`src/rtl/gpio_in_ctl_pkg.sv`:
```
// Shared definitions for the conditioned GPIO input port: register indices,
// reset constants and the pending/edge update helpers.
package gpio_in_ctl_pkg;

  typedef enum logic [1:0] {
    GPI_DATA = 2'd0,
    GPI_PEND = 2'd1,
    GPI_MASK = 2'd2,
    GPI_EDGE = 2'd3
  } gpi_reg_e;

  localparam logic [7:0] EDGE_RST  = 8'hFF;
  localparam logic [7:0] BYTE_ZERO = 8'h00;

  // Select rising or falling transitions of the debounced level per bit.
  function automatic logic [7:0] edge_events(input logic [7:0] db_cur,
                                             input logic [7:0] db_nxt,
                                             input logic [7:0] edg);
    logic [7:0] chg;
    chg = db_cur ^ db_nxt;
    return (chg & db_nxt & edg) | (chg & ~db_nxt & ~edg);
  endfunction

  // W1C clear first, then OR in new events so a same-cycle event is never lost.
  function automatic logic [7:0] pend_next(input logic [7:0] pnd,
                                           input logic [7:0] ev,
                                           input logic [7:0] clr);
    return (pnd & ~clr) | ev;
  endfunction

endpackage

```
`src/rtl/gpio_in_ctl_if.sv`:
```
// CPU-side register bus of the GPIO input port, including the level IRQ.
interface gpio_in_ctl_if;
  logic       cs;
  logic       we;
  logic [1:0] addr;
  logic [7:0] din;
  logic [7:0] dout;
  logic       irq;

  modport master (output cs, we, addr, din, input dout, irq);
  modport slave  (input cs, we, addr, din, output dout, irq);
endinterface

```
`src/rtl/gpio_in_debounce.sv`:
```
// One input bit: 2-FF synchroniser, tick-driven debounce counter and the clean
// level flop. db_nxt exposes the level the flop takes on the coming edge.
module gpio_in_debounce #(
  parameter int DB_CNT = 4
) (
  input  logic clk,
  input  logic reset,
  input  logic tick,
  input  logic pin,
  output logic db,
  output logic db_nxt
);

  localparam logic [3:0] CNT_LAST = 4'(DB_CNT - 1);

  logic       sync1_r;
  logic       sync2_r;
  logic [3:0] cnt_r;
  logic [3:0] cnt_nxt_s;
  logic       db_r;
  logic       db_nxt_s;

  // Debounce decision, evaluated only on prescaler ticks.
  always_comb begin
    cnt_nxt_s = cnt_r;
    db_nxt_s  = db_r;
    if (tick) begin
      if (sync2_r == db_r) begin
        cnt_nxt_s = 4'd0;
      end else if (cnt_r == CNT_LAST) begin
        db_nxt_s  = sync2_r;
        cnt_nxt_s = 4'd0;
      end else begin
        cnt_nxt_s = cnt_r + 4'd1;
      end
    end else begin
      cnt_nxt_s = cnt_r;
    end
  end

  // Synchroniser, counter and level state.
  always_ff @(posedge clk or posedge reset) begin
    if (reset) begin
      sync1_r <= 1'b0;
      sync2_r <= 1'b0;
      cnt_r   <= 4'd0;
      db_r    <= 1'b0;
    end else begin
      sync1_r <= pin;
      sync2_r <= sync1_r;
      cnt_r   <= cnt_nxt_s;
      db_r    <= db_nxt_s;
    end
  end

  assign db     = db_r;
  assign db_nxt = db_nxt_s;

endmodule

```
`src/rtl/gpio_in_ctl.sv`:
```
// Conditioned 8-bit input port: shared debounce prescaler, per-bit conditioning,
// edge-to-pending latch, masked level IRQ and the CPU register file.
module gpio_in_ctl
  import gpio_in_ctl_pkg::*;
#(
  parameter int PRESCALE = 1200,
  parameter int DB_CNT   = 4
) (
  input  logic          clk,
  input  logic          reset,
  input  logic [7:0]    gpio_i,
  gpio_in_ctl_if.slave  bus
);

  localparam logic [15:0] PRE_LAST = 16'(PRESCALE - 1);

  logic [15:0] pre_r;
  logic [15:0] pre_nxt_s;
  logic        tick_s;
  logic [7:0]  db_s;
  logic [7:0]  db_nxt_s;
  logic [7:0]  ev_s;
  logic [7:0]  pnd_r;
  logic [7:0]  msk_r;
  logic [7:0]  edg_r;
  logic [7:0]  clr_s;
  logic [7:0]  msk_nxt_s;
  logic [7:0]  edg_nxt_s;
  logic [7:0]  rd_data_s;
  logic        rd_s;
  logic        wr_s;

  // Free-running prescaler; tick marks the wrap cycle.
  always_comb begin
    tick_s = (pre_r == PRE_LAST);
    if (tick_s) begin
      pre_nxt_s = 16'd0;
    end else begin
      pre_nxt_s = pre_r + 16'd1;
    end
  end

  for (genvar g = 0; g < 8; g++) begin : g_bit
    gpio_in_debounce #(.DB_CNT(DB_CNT)) u_db (
      .clk    (clk),
      .reset  (reset),
      .tick   (tick_s),
      .pin    (gpio_i[g]),
      .db     (db_s[g]),
      .db_nxt (db_nxt_s[g])
    );
  end

  // Register decode; events are taken from the level change happening this edge.
  always_comb begin
    rd_s      = bus.cs & ~bus.we;
    wr_s      = bus.cs & bus.we;
    ev_s      = edge_events(db_s, db_nxt_s, edg_r);
    clr_s     = BYTE_ZERO;
    msk_nxt_s = msk_r;
    edg_nxt_s = edg_r;
    rd_data_s = BYTE_ZERO;
    case (gpi_reg_e'(bus.addr))
      GPI_DATA: rd_data_s = db_s;
      GPI_PEND: begin
        rd_data_s = pnd_r;
        if (wr_s) begin
          clr_s = bus.din;
        end else begin
          clr_s = BYTE_ZERO;
        end
      end
      GPI_MASK: begin
        rd_data_s = msk_r;
        if (wr_s) begin
          msk_nxt_s = bus.din;
        end else begin
          msk_nxt_s = msk_r;
        end
      end
      GPI_EDGE: begin
        rd_data_s = edg_r;
        if (wr_s) begin
          edg_nxt_s = bus.din;
        end else begin
          edg_nxt_s = edg_r;
        end
      end
      default: rd_data_s = BYTE_ZERO;
    endcase
  end

  // Control registers, read data and IRQ.
  always_ff @(posedge clk or posedge reset) begin
    if (reset) begin
      pre_r    <= 16'd0;
      pnd_r    <= BYTE_ZERO;
      msk_r    <= BYTE_ZERO;
      edg_r    <= EDGE_RST;
      bus.dout <= BYTE_ZERO;
      bus.irq  <= 1'b0;
    end else begin
      pre_r   <= pre_nxt_s;
      pnd_r   <= pend_next(pnd_r, ev_s, clr_s);
      msk_r   <= msk_nxt_s;
      edg_r   <= edg_nxt_s;
      bus.irq <= |(pnd_r & msk_r);
      if (rd_s) begin
        bus.dout <= rd_data_s;
      end else begin
        bus.dout <= bus.dout;
      end
    end
  end

endmodule

```
`src/flat_wrapper.sv`:
```
// flat-port wrapper written by rule: the top's interface ports become plain ports
module gpio_in_ctl_flat import gpio_in_ctl_pkg::*;
#(
  parameter int PRESCALE = 1200,
  parameter int DB_CNT   = 4
)
  (clk, reset, gpio_i, bus_cs, bus_we, bus_addr, bus_din, bus_dout, bus_irq);
  gpio_in_ctl_if bus_i ();
  input  logic clk;
  input  logic reset;
  input  logic [7:0] gpio_i;
  input wire logic [$bits(bus_i.cs)-1:0] bus_cs;
  input wire logic [$bits(bus_i.we)-1:0] bus_we;
  input wire logic [$bits(bus_i.addr)-1:0] bus_addr;
  input wire logic [$bits(bus_i.din)-1:0] bus_din;
  output wire logic [$bits(bus_i.dout)-1:0] bus_dout;
  output wire logic [$bits(bus_i.irq)-1:0] bus_irq;
  assign bus_i.cs = bus_cs;
  assign bus_i.we = bus_we;
  assign bus_i.addr = bus_addr;
  assign bus_i.din = bus_din;
  assign bus_dout = bus_i.dout;
  assign bus_irq = bus_i.irq;
  gpio_in_ctl #(.PRESCALE(PRESCALE), .DB_CNT(DB_CNT)) u_core (.clk(clk), .reset(reset), .gpio_i(gpio_i), .bus(bus_i));
endmodule
```
`config.mk`:
```
export PLATFORM = sky130hd
export DESIGN_NAME = gpio_in_ctl_flat
export DESIGN_NICKNAME = d
export VERILOG_FILES = /design/src/rtl/gpio_in_ctl_pkg.sv /design/src/rtl/gpio_in_ctl_if.sv /design/src/rtl/gpio_in_debounce.sv /design/src/rtl/gpio_in_ctl.sv /design/src/flat_wrapper.sv
export SDC_FILE = /design/constraint.sdc
export NUM_CORES = 1
export LEC_CHECK = 0
export CAP_MARGIN = 20
export CORE_ASPECT_RATIO = 1.75
export CORE_MARGIN = 1.5
export CORE_UTILIZATION = 30
export DETAILED_ROUTE_END_ITERATION = 6
export PLACE_DENSITY = 0.55
export SETUP_SLACK_MARGIN = 0.2
export SLEW_MARGIN = 0
export SYNTH_ARGS = -nofsm -noshare
export SYNTH_HDL_FRONTEND = slang
export SYNTH_SLANG_ARGS = --single-unit
export TNS_END_PERCENT = 30
```
`constraint.sdc`:
```
create_clock -name clk -period 4.3 [get_ports clk]
set_input_delay 0.86 -clock clk [delete_from_list [all_inputs] [get_ports clk]]
set_output_delay 0.86 -clock clk [all_outputs]
set_load 0.02 [all_outputs]
```
Yosys cells after proc, flatten, opt, wreduce, memory -nomap -nowiden
Cells that the tools add are included.
Word-level totals
  register bits: 105
  input bits: 22
  output and inout port bits: 9
  logic and storage cells: 130
Cells by class
  add/sub/neg operators: 9
  equal/unequal tests: 20
  mux-type cells: 44
  bitwise logic cells: 15
  reductions and logical operators: 4
Operator list (number)
  4-bit 2-to-1 mux: 16
  8-bit bitwise AND: 6
  4-bit by 1-bit adder with 4-bit output, second input constant: 8
  4-bit by 2-bit == test with 1-bit output, second input constant: 8
  8-bit one-hot mux with 4 select lines: 1
  1-bit 2-to-1 mux: 24
  8-bit NOT: 3
  16-bit by 1-bit adder with 16-bit output, second input constant: 1
  16-bit by 11-bit == test with 1-bit output, second input constant: 1
  16-bit 2-to-1 mux: 1
  8-bit 2-to-1 mux: 2
  8-bit bitwise OR: 2
  1-bit == test: 8
  8-bit OR reduction: 1
  8-bit XOR: 1
  2-bit == test, second input constant: 2
  2-bit AND reduction: 2
  1-bit bitwise AND: 2
  2-bit by 1-bit == test with 1-bit output, second input constant: 1
  2-bit logical NOT: 1
  1-bit NOT: 1

Depth between registers and ports, before layout
  word-level depth: 9
  gate-level depth with buffers: 7
  gate-level depth less buffers: 5

Hierarchy
A second synthesis with hierarchy kept.
Unflattened totals
  cells, all modules: 391
  area total of the unflattened synthesis: 4938.5 um^2
Modules (own cells, without submodules)
  gpio_in_debounce: times used 8, cells each 26, area each 322.8 um^2, seq. area each 175.2 um^2
  gpio_in_ctl: times used 1, cells each 183, area each 2356.0 um^2, seq. area each 1236.2 um^2

Worst setup path before layout
OpenSTA, ideal clock, no wires.
  path kind: input-to-reg
  start: input port bus_addr[0]
  end: register u_core.bus.dout[0]
  library setup time: 0.125 ns
  data arrival time: 1.873 ns
  data required time: 4.175 ns
  setup slack: 2.302 ns
  cell stages on the path: 3
  buffers on the path: 1
  path through: buf_2 -> mux4_2 -> mux2_2
On the way
  longest elaborated chain between the ends: 2
  elaborated cells on any way between the ends: 5
  classes of those cells: 3 x eq/ne; 1 x mux; 1 x reduce/logical
Ends and longest elaborated chain
  from (decl): RTL line flat_wrapper.sv:14  | input wire logic [$bits(bus_i.addr)-1:0] bus_addr;
  2-bit == test (tied with other cells): RTL line gpio_in_ctl.sv:63  | case (gpi_reg_e'(bus.addr))
  8-bit one-hot mux with 4 select lines (*): RTL line gpio_in_ctl.sv:63
  to (signal assigned): RTL line gpio_in_ctl.sv:109  | bus.dout <= rd_data_s;
  to (signal assigned): RTL line gpio_in_ctl.sv:111  | bus.dout <= bus.dout;
  to (decl): RTL line gpio_in_ctl_if.sv:11  | modport slave (input cs, we, addr, din, output dout, irq);
Every way passes the cells marked *; elsewhere a longest branch is shown, timed or not.
A chain may end at the register's enable or synchronous reset.

Worst setup path in the final report
  start: input port bus_addr[0]
  end: register u_core.edg_r[5]
On the way
  longest elaborated chain between the ends: 2
Ends and longest elaborated chain
  2-bit == test: RTL line gpio_in_ctl.sv:63
  2-bit AND reduction (no source line)
  to (signal assigned): RTL line gpio_in_ctl.sv:106  | edg_r <= edg_nxt_s;
  to (decl): RTL line gpio_in_ctl.sv:25  | logic [7:0] edg_r;
Every way passes these cells.

==> flow_summary_export.csv <==
group,metric,value,unit
placement,dp_hpwl,6850,um
finish,syn_to_final_growth,17.1,%
placement,dp_slack,1430,ps
cts,cts_tree,"yes",
finish,final_cell_mix,"dfrtp_1 (97), nand2_1 (66), clkdlybuf4s50_1 (30)",
die,rows,61,
grt,use_met1,14.0,%
cts,clock_path_buffers,2,
finish,fillCellCount,1558,
sta,finalCritPeriodShare,57.1,%
cts,hold_buffers,0,
route,finalWirelength,9780,um
route,ant_nets,0,
sta,slew_violations,0,
finish,drive_gt1_share,16.9,%
route,num_vias,3242,
finish,seqCellArea,2640,um^2
logic_synthesis,synth_area_leaders,"dfrtp_1 (50%), mux2_2 (6.0%), nand2_1 (5.1%)",
worst_setup_path,arrival,2730,ps
finish,diodes,0,
logic_synthesis,yosys_warnings,0,
power_and_ir_drop,peakVddDrop,0.000198,V
worst_setup_path,cp_slowest_stage_delay,900,ps
logic_synthesis,synth.avg_cell_area,11.6,um^2
worst_setup_path,crit_path_end_kind,"flip-flop",
die,fp.dieW,99.1,um
grt,grt_util_met2,23.1,%
worst_setup_path,path_cells,"clkdlybuf4s50_1, nand4_1, mux2_2",
logic_synthesis,synthDominantAreaCellType,"dfrtp_1",
job,cap_violations,0,
logic_synthesis,synthArstFlopShare,100,%
power_and_ir_drop,p_per_area,404,nW/um^2
grt,antenna_found_initial,0,
sta,skew,11.8,ps
sta,setup_tns,0,ps
placement,io_buffers,30,
die,start_util,30.5,%
sta,setup_violations,0,
cts,htree_num_levels,3,
logic_synthesis,synthFlopType,"dfrtp_1",
die,coreArea,15900,um^2
logic_synthesis,synth_top_area_share,50.1,%
cts,post_cts_resized,0,
placement,routabilityCongestion,0.798,
finish,multi_input_area,2150,um^2
grt,grt_max_degree,62,
logic_synthesis,synth_seq_cells,105,
logic_synthesis,ys_seq_area_share,54.4,%
grt,grt.busiest_layer,"met2",
grt,grt_util_all_layers,12.4,%
worst_setup_path,regToRegSetupSlack,2290,ps
sta,max-slew-margin-rel,49.4,%
logic_synthesis,netlist_area,4850,um^2
die,die-area,17000,um^2
worst_setup_path,cp_data_required_time,4580,ps
route,firstDrtPassIters,4,
worst_setup_path,path_class,"input port to flip-flop",
logic_synthesis,syn_inst,418,
die,io_pins,31,
power_and_ir_drop,power,2.30,mW
worst_hold_path,hold_path.class,"flip-flop to flip-flop",
power_and_ir_drop,power.leakage,2.45,nW
sta,layout_setup_ws,1850,ps
logic_synthesis,synth_nets,449,
sta,fmax,407,MHz
cts,post_cts_buffers,0,
worst_setup_path,crit_fanout,11,
cts,cts.sinks,105,
logic_synthesis,synth_edf_count,0,
run_status,outcome,"completed",
route,first_iter_violations,176,
sta,hold_violations,0,
cts,cts_root_buf,"clkbuf_16",
sta,hold_slack,342,ps
finish,final_common_cell,"dfrtp_1",
sta,layout_min_cycle_time,2450,ps
cts,path_clk_slew,80,ps
die,die_y,171,um
sta,worstMarginPinSlew,757,ps
route,via_per_inst,5.03,
cts,worstSkewPairLatency,350,ps
sta,rsz0062_at_grt,"false",
grt,met3_usage,1.79,%
finish,layout.nets,481,
route,drc_errors,0,
logic_synthesis,ys_types,39,
route,post_drt_wl_per_cell,15.2,um
grt,grt_pass1_vias,3358,
worst_setup_path,cp-start-kind,"input port",
grt,globalRouteOverflowTotal,0,
worst_setup_path,cp_slowest_cell,"clkdlybuf4s50_1",
grt,grt_pass1_wl,16700,um
cts,cts-buffers-inserted,9,
## cell type report
cell class,instances,share of cell area [%]
Clock inverter,6,1.61
Inverter,1,0.110
Timing Repair Buffer,32,5.77
Multi-Input combinational cell,301,37.9
Sequential cell,105,46.5
Tap cell,189,4.16
Clock buffer,10,4.03
## sequential cells by signal, indices dropped and copies added, names as in the netlist
signal / flops
u_core.g_bit.u_db.cnt_r: 32
u_core.pnd_r: 8
u_core.bus.dout: 8
u_core.msk_r: 8
u_core.bus.irq: 1
u_core.g_bit.u_db.db: 8
u_core.edg_r: 8
u_core.pre_r: 16
u_core.g_bit.u_db.sync2_r: 8
u_core.g_bit.u_db.sync1_r: 8
## logic make-up after synthesis
kind of cell | synth area share (%)
AO/OA/AOI/OAI | 6.14
XOR/XNOR | 4.51
adder cells (fa/ha/maj) | 2.32
buffers and inverters | 1.29
flip-flops | 54.4
multiplexers | 11.8
AND/OR/NAND/NOR | 19.5
## through the flow
step	utilization [%]	instance area [um^2]	instances
after CTS	35.8	5680	644
final	35.8	5680	644
after global placement	33.7	5360	628
after detailed placement	33.7	5360	628
after floorplan	-	4850	418
after global routing	35.8	5680	644
## worst max-delay path, delay by kind of cell
family                 cells  cell delay, ps
buffers and inverters      1             900
AND/OR/NAND/NOR            1             530
multiplexers               1             440
## Yosys cell counts, drive strengths merged, types with 5 or more instances
master / count
nor3b: 15
clkbuf: 5
dfrtp: 97
xor2: 13
dfstp: 8
nand3b: 8
nor3: 5
a21oi: 8
and4: 6
mux2: 32
nor2: 11
nor2b: 10
and2: 6
nand3: 27
xnor2: 12
o31ai: 12
ha: 9
mux4: 8
nand2: 74
o21ai: 24
buf: 6
## per-layer routing
metal	wire length [um]	up-vias
met5	0	-
met4	209	0
met3	217	12
met2	5350	47
met1	4000	1636
li1	-	1547
## power by group
group / switching (mW) / internal, mW
clock: 0.381 / 0.514
combinational: 0.113 / 0.143
sequential: 0.0658 / 1.08
total: 0.560 / 1.74
## path summary, 6_finish.rpt
check,start,end,depth (start not counted)
min,u_core.g_bit[1].u_db.sync1_r,u_core.g_bit[1].u_db.sync2_r,0
min reg2reg,u_core.g_bit[1].u_db.sync1_r,u_core.g_bit[1].u_db.sync2_r,0
min in group asynchronous,reset,u_core.g_bit[7].u_db.cnt_r[0],2
max reg2reg,u_core.pre_r[0],u_core.g_bit[2].u_db.db,5
max,bus_addr[0],u_core.edg_r[5],3
max in group asynchronous,reset,u_core.edg_r[3],3
Power figures use the tool's default switching activity.
==> patch (same flow settings) <==
Reset style: synchronous (`reset`), changed in 2 clocked blocks.
--- a/src/rtl/gpio_in_debounce.sv
+++ b/src/rtl/gpio_in_debounce.sv
@@ -39,7 +39,7 @@
   end
 
   // Synchroniser, counter and level state.
-  always_ff @(posedge clk or posedge reset) begin
+  always_ff @(posedge clk) begin
     if (reset) begin
       sync1_r <= 1'b0;
       sync2_r <= 1'b0;
--- a/src/rtl/gpio_in_ctl.sv
+++ b/src/rtl/gpio_in_ctl.sv
@@ -91,7 +91,7 @@
   end
 
   // Control registers, read data and IRQ.
-  always_ff @(posedge clk or posedge reset) begin
+  always_ff @(posedge clk) begin
     if (reset) begin
       pre_r    <= 16'd0;
       pnd_r    <= BYTE_ZERO;
Function: differs if reset is asserted again (counterexample within 4 cycles, from zero or initial values and one cycle with reset high); with reset held inactive, the same outputs for 10 cycles.
==> patch against the original RTL <==
- routed wire length increased by 6.1%
- fmax rose by 1.1%
- clock skew down 0.0017 ns
- global-route usage is 0.58 points higher
- synthesized area decreased by 3.4%
- via count up 16%
- final area down 3.9%
- sequential cell count unchanged
- worst setup slack better by 0.026 ns
- register-to-register slack improved by 0.09 ns
Power is not compared: it rests on default switching activity, and its combinational part moved more than twofold at a synthesized area within 25%.
==> patch: results (changes against the original RTL) <==
antenna violations before repair 0 (unchanged); slowest stage cell on the critical path clkdlybuf4s50_1; Max FO, Critical Path 12 (+1); Worst R2R End u_core.g_bit[4].u_db.cnt_r[0]; async set or reset register ratio after synthesis 0% (-100 points); Regs by FF count u_core.g_bit.u_db.cnt_r x32, u_core.pre_r x16; vias in the first global route 3654 (+8.8%); Layout fillers 1593 (+2.2%); n_diodes 0 (unchanged); CP max stage delay 0.89 ns; CP delay by family, top buffers and inverters; GP Congestion 0.753 (-5.6%); PortBufs 30 (unchanged); later-pin clock latency in the skew report about 0.34 ns; H-tree levels 3 (unchanged); r2r worst-path depth 6 (+1); final WL 10400 microns (+6.1%); largest net degree at the start of global routing 61 (-1.6%); Hold Crit Class reg -> reg; DRT iter0 DRCs 191 (+8.5%); first-pass GRT wire length 17500 microns (+4.8%); HP Start u_core.g_bit[1].u_db.sync1_r; drt pass-1 iters 4 (unchanged); Reg-to-Reg Start u_core.pre_r[0]; outcome finished clean; Critical Path AT 2.63 ns (-0.10 ns); Cell Area, Placed 0.00511 sq mm (-4.5%); Resized cells post-CTS 0 (unchanged); syn_nets 562 (+25%); top cells by count, synth dfxtp_1 (105), nand2_1 (81), a21oi_1 (53); clock buffer depth 2 (unchanged); Peak VDD IR about 0.00022 V; nets 579 (+20%); Clock Pin Slew Worst Setup and Hold Paths 0.07 ns; Num CTS Buffers 9 (unchanged); post-detail-place hpwl 7600 microns (+11%); GR Overflow Total 0 (unchanged); Hold EP u_core.g_bit[1].u_db.sync2_r; synth top area cells dfxtp_1 (45%), nand2_1 (6.5%), a21oi_1 (5.7%); hold depth 1 (+1); flop2flop setup slack 2.38 ns (+0.09 ns); sequential fraction of the synthesis area 44.9% (-9.5 points); Layout Skew 0.0100 ns (-0.00173 ns); Global Route Usage Sum 13.0% (+0.58 points); Setup Buffers After CTS 0 (unchanged); P_leak about 0.0018 uW; Synth Flop Type dfxtp_1; layout cells sized above 1 6.51% (-10 points); cell chosen for the clock root clkbuf_16; via/cell ratio 5.10 (+1.3%); Max-slew headroom 42.2% (-7.2 points)
patch: cell count changes in the layout (fill, tap and decap cells not counted), sizes merged, moves of 11 or more:
| cell | unedited run | this run |
|---|---|---|
| nor2b | 10 | 21 |
| dfrtp | 97 | 0 |
| nand2b | 2 | 14 |
| mux2 | 32 | 0 |
| nand3b | 8 | 28 |
| or4 | 0 | 11 |
| dfxtp | 0 | 105 |
| nor2 | 11 | 30 |
| a21oi | 8 | 53 |
patch: final cells by class:
class | instances | share of cell area [%]
Timing Repair Buffer | 33 | 5.82
Inverter | 4 | 0.275
Clock buffer | 9 | 4.13
Clock inverter | 7 | 2.13
Multi-Input combinational cell | 395 | 44.9
Sequential cell | 105 | 38.5
Tap cell | 186 | 4.27
patch: metrics by stage:
step	setup WS (ns)	total power, uW	cells	utilization (%)	hold WS, ns
2_1_floorplan	2.38	1080	531	-	0.414
3_3_place_gp	1.57	1120	723	33.4	0.420
3_5_place_dp	1.52	1120	723	33.4	0.423
4_1_cts	1.85	2060	739	35.6	0.441
5_1_grt	1.77	2120	739	35.6	0.454
6_report	1.87	2030	739	35.6	0.440
patch: layer usage:
| metal | track usage, % | wire length [microns] | vias up |
|---|---|---|---|
| met2 | 24.4 | 5710 | 49 |
| met5 | 0 | 0 | - |
| li1 | - | - | 1921 |
| met1 | 14.4 | 4240 | 1788 |
| met3 | 1.29 | 184 | 11 |
| met4 | 6.34 | 240 | 0 |
patch: worst max-delay path by stage:
stage                      startpoint              end  slack [ns]  cells after the start
after detailed placement  bus_addr[0]  u_core.pnd_r[4]        1.52                      5
after CTS                 bus_addr[0]  u_core.pnd_r[5]        1.85                      5
final                     bus_addr[0]  u_core.pnd_r[5]        1.87                      5
after global routing      bus_addr[0]  u_core.pnd_r[5]        1.77                      5
after global placement    bus_addr[0]  u_core.pnd_r[7]        1.57                      5
after floorplan           bus_addr[1]  u_core.pnd_r[0]        2.38                      6
patch: cells by family after synthesis:
| logic type | synth area share, % |
|---|---|
| buf+inv | 2.88 |
| xor+xnor | 3.55 |
| mux | 3.85 |
| simple gates | 29.0 |
| fa+ha+maj | 2.40 |
| compound gates | 13.5 |
| flops | 44.9 |
patch: power by group:
part	internal [uW]	switching (uW)	total, uW
Combinational	47.6	51.3	99.0
Sequential	988	12.3	1000
Clock	569	365	934
Total	1600	428	2030
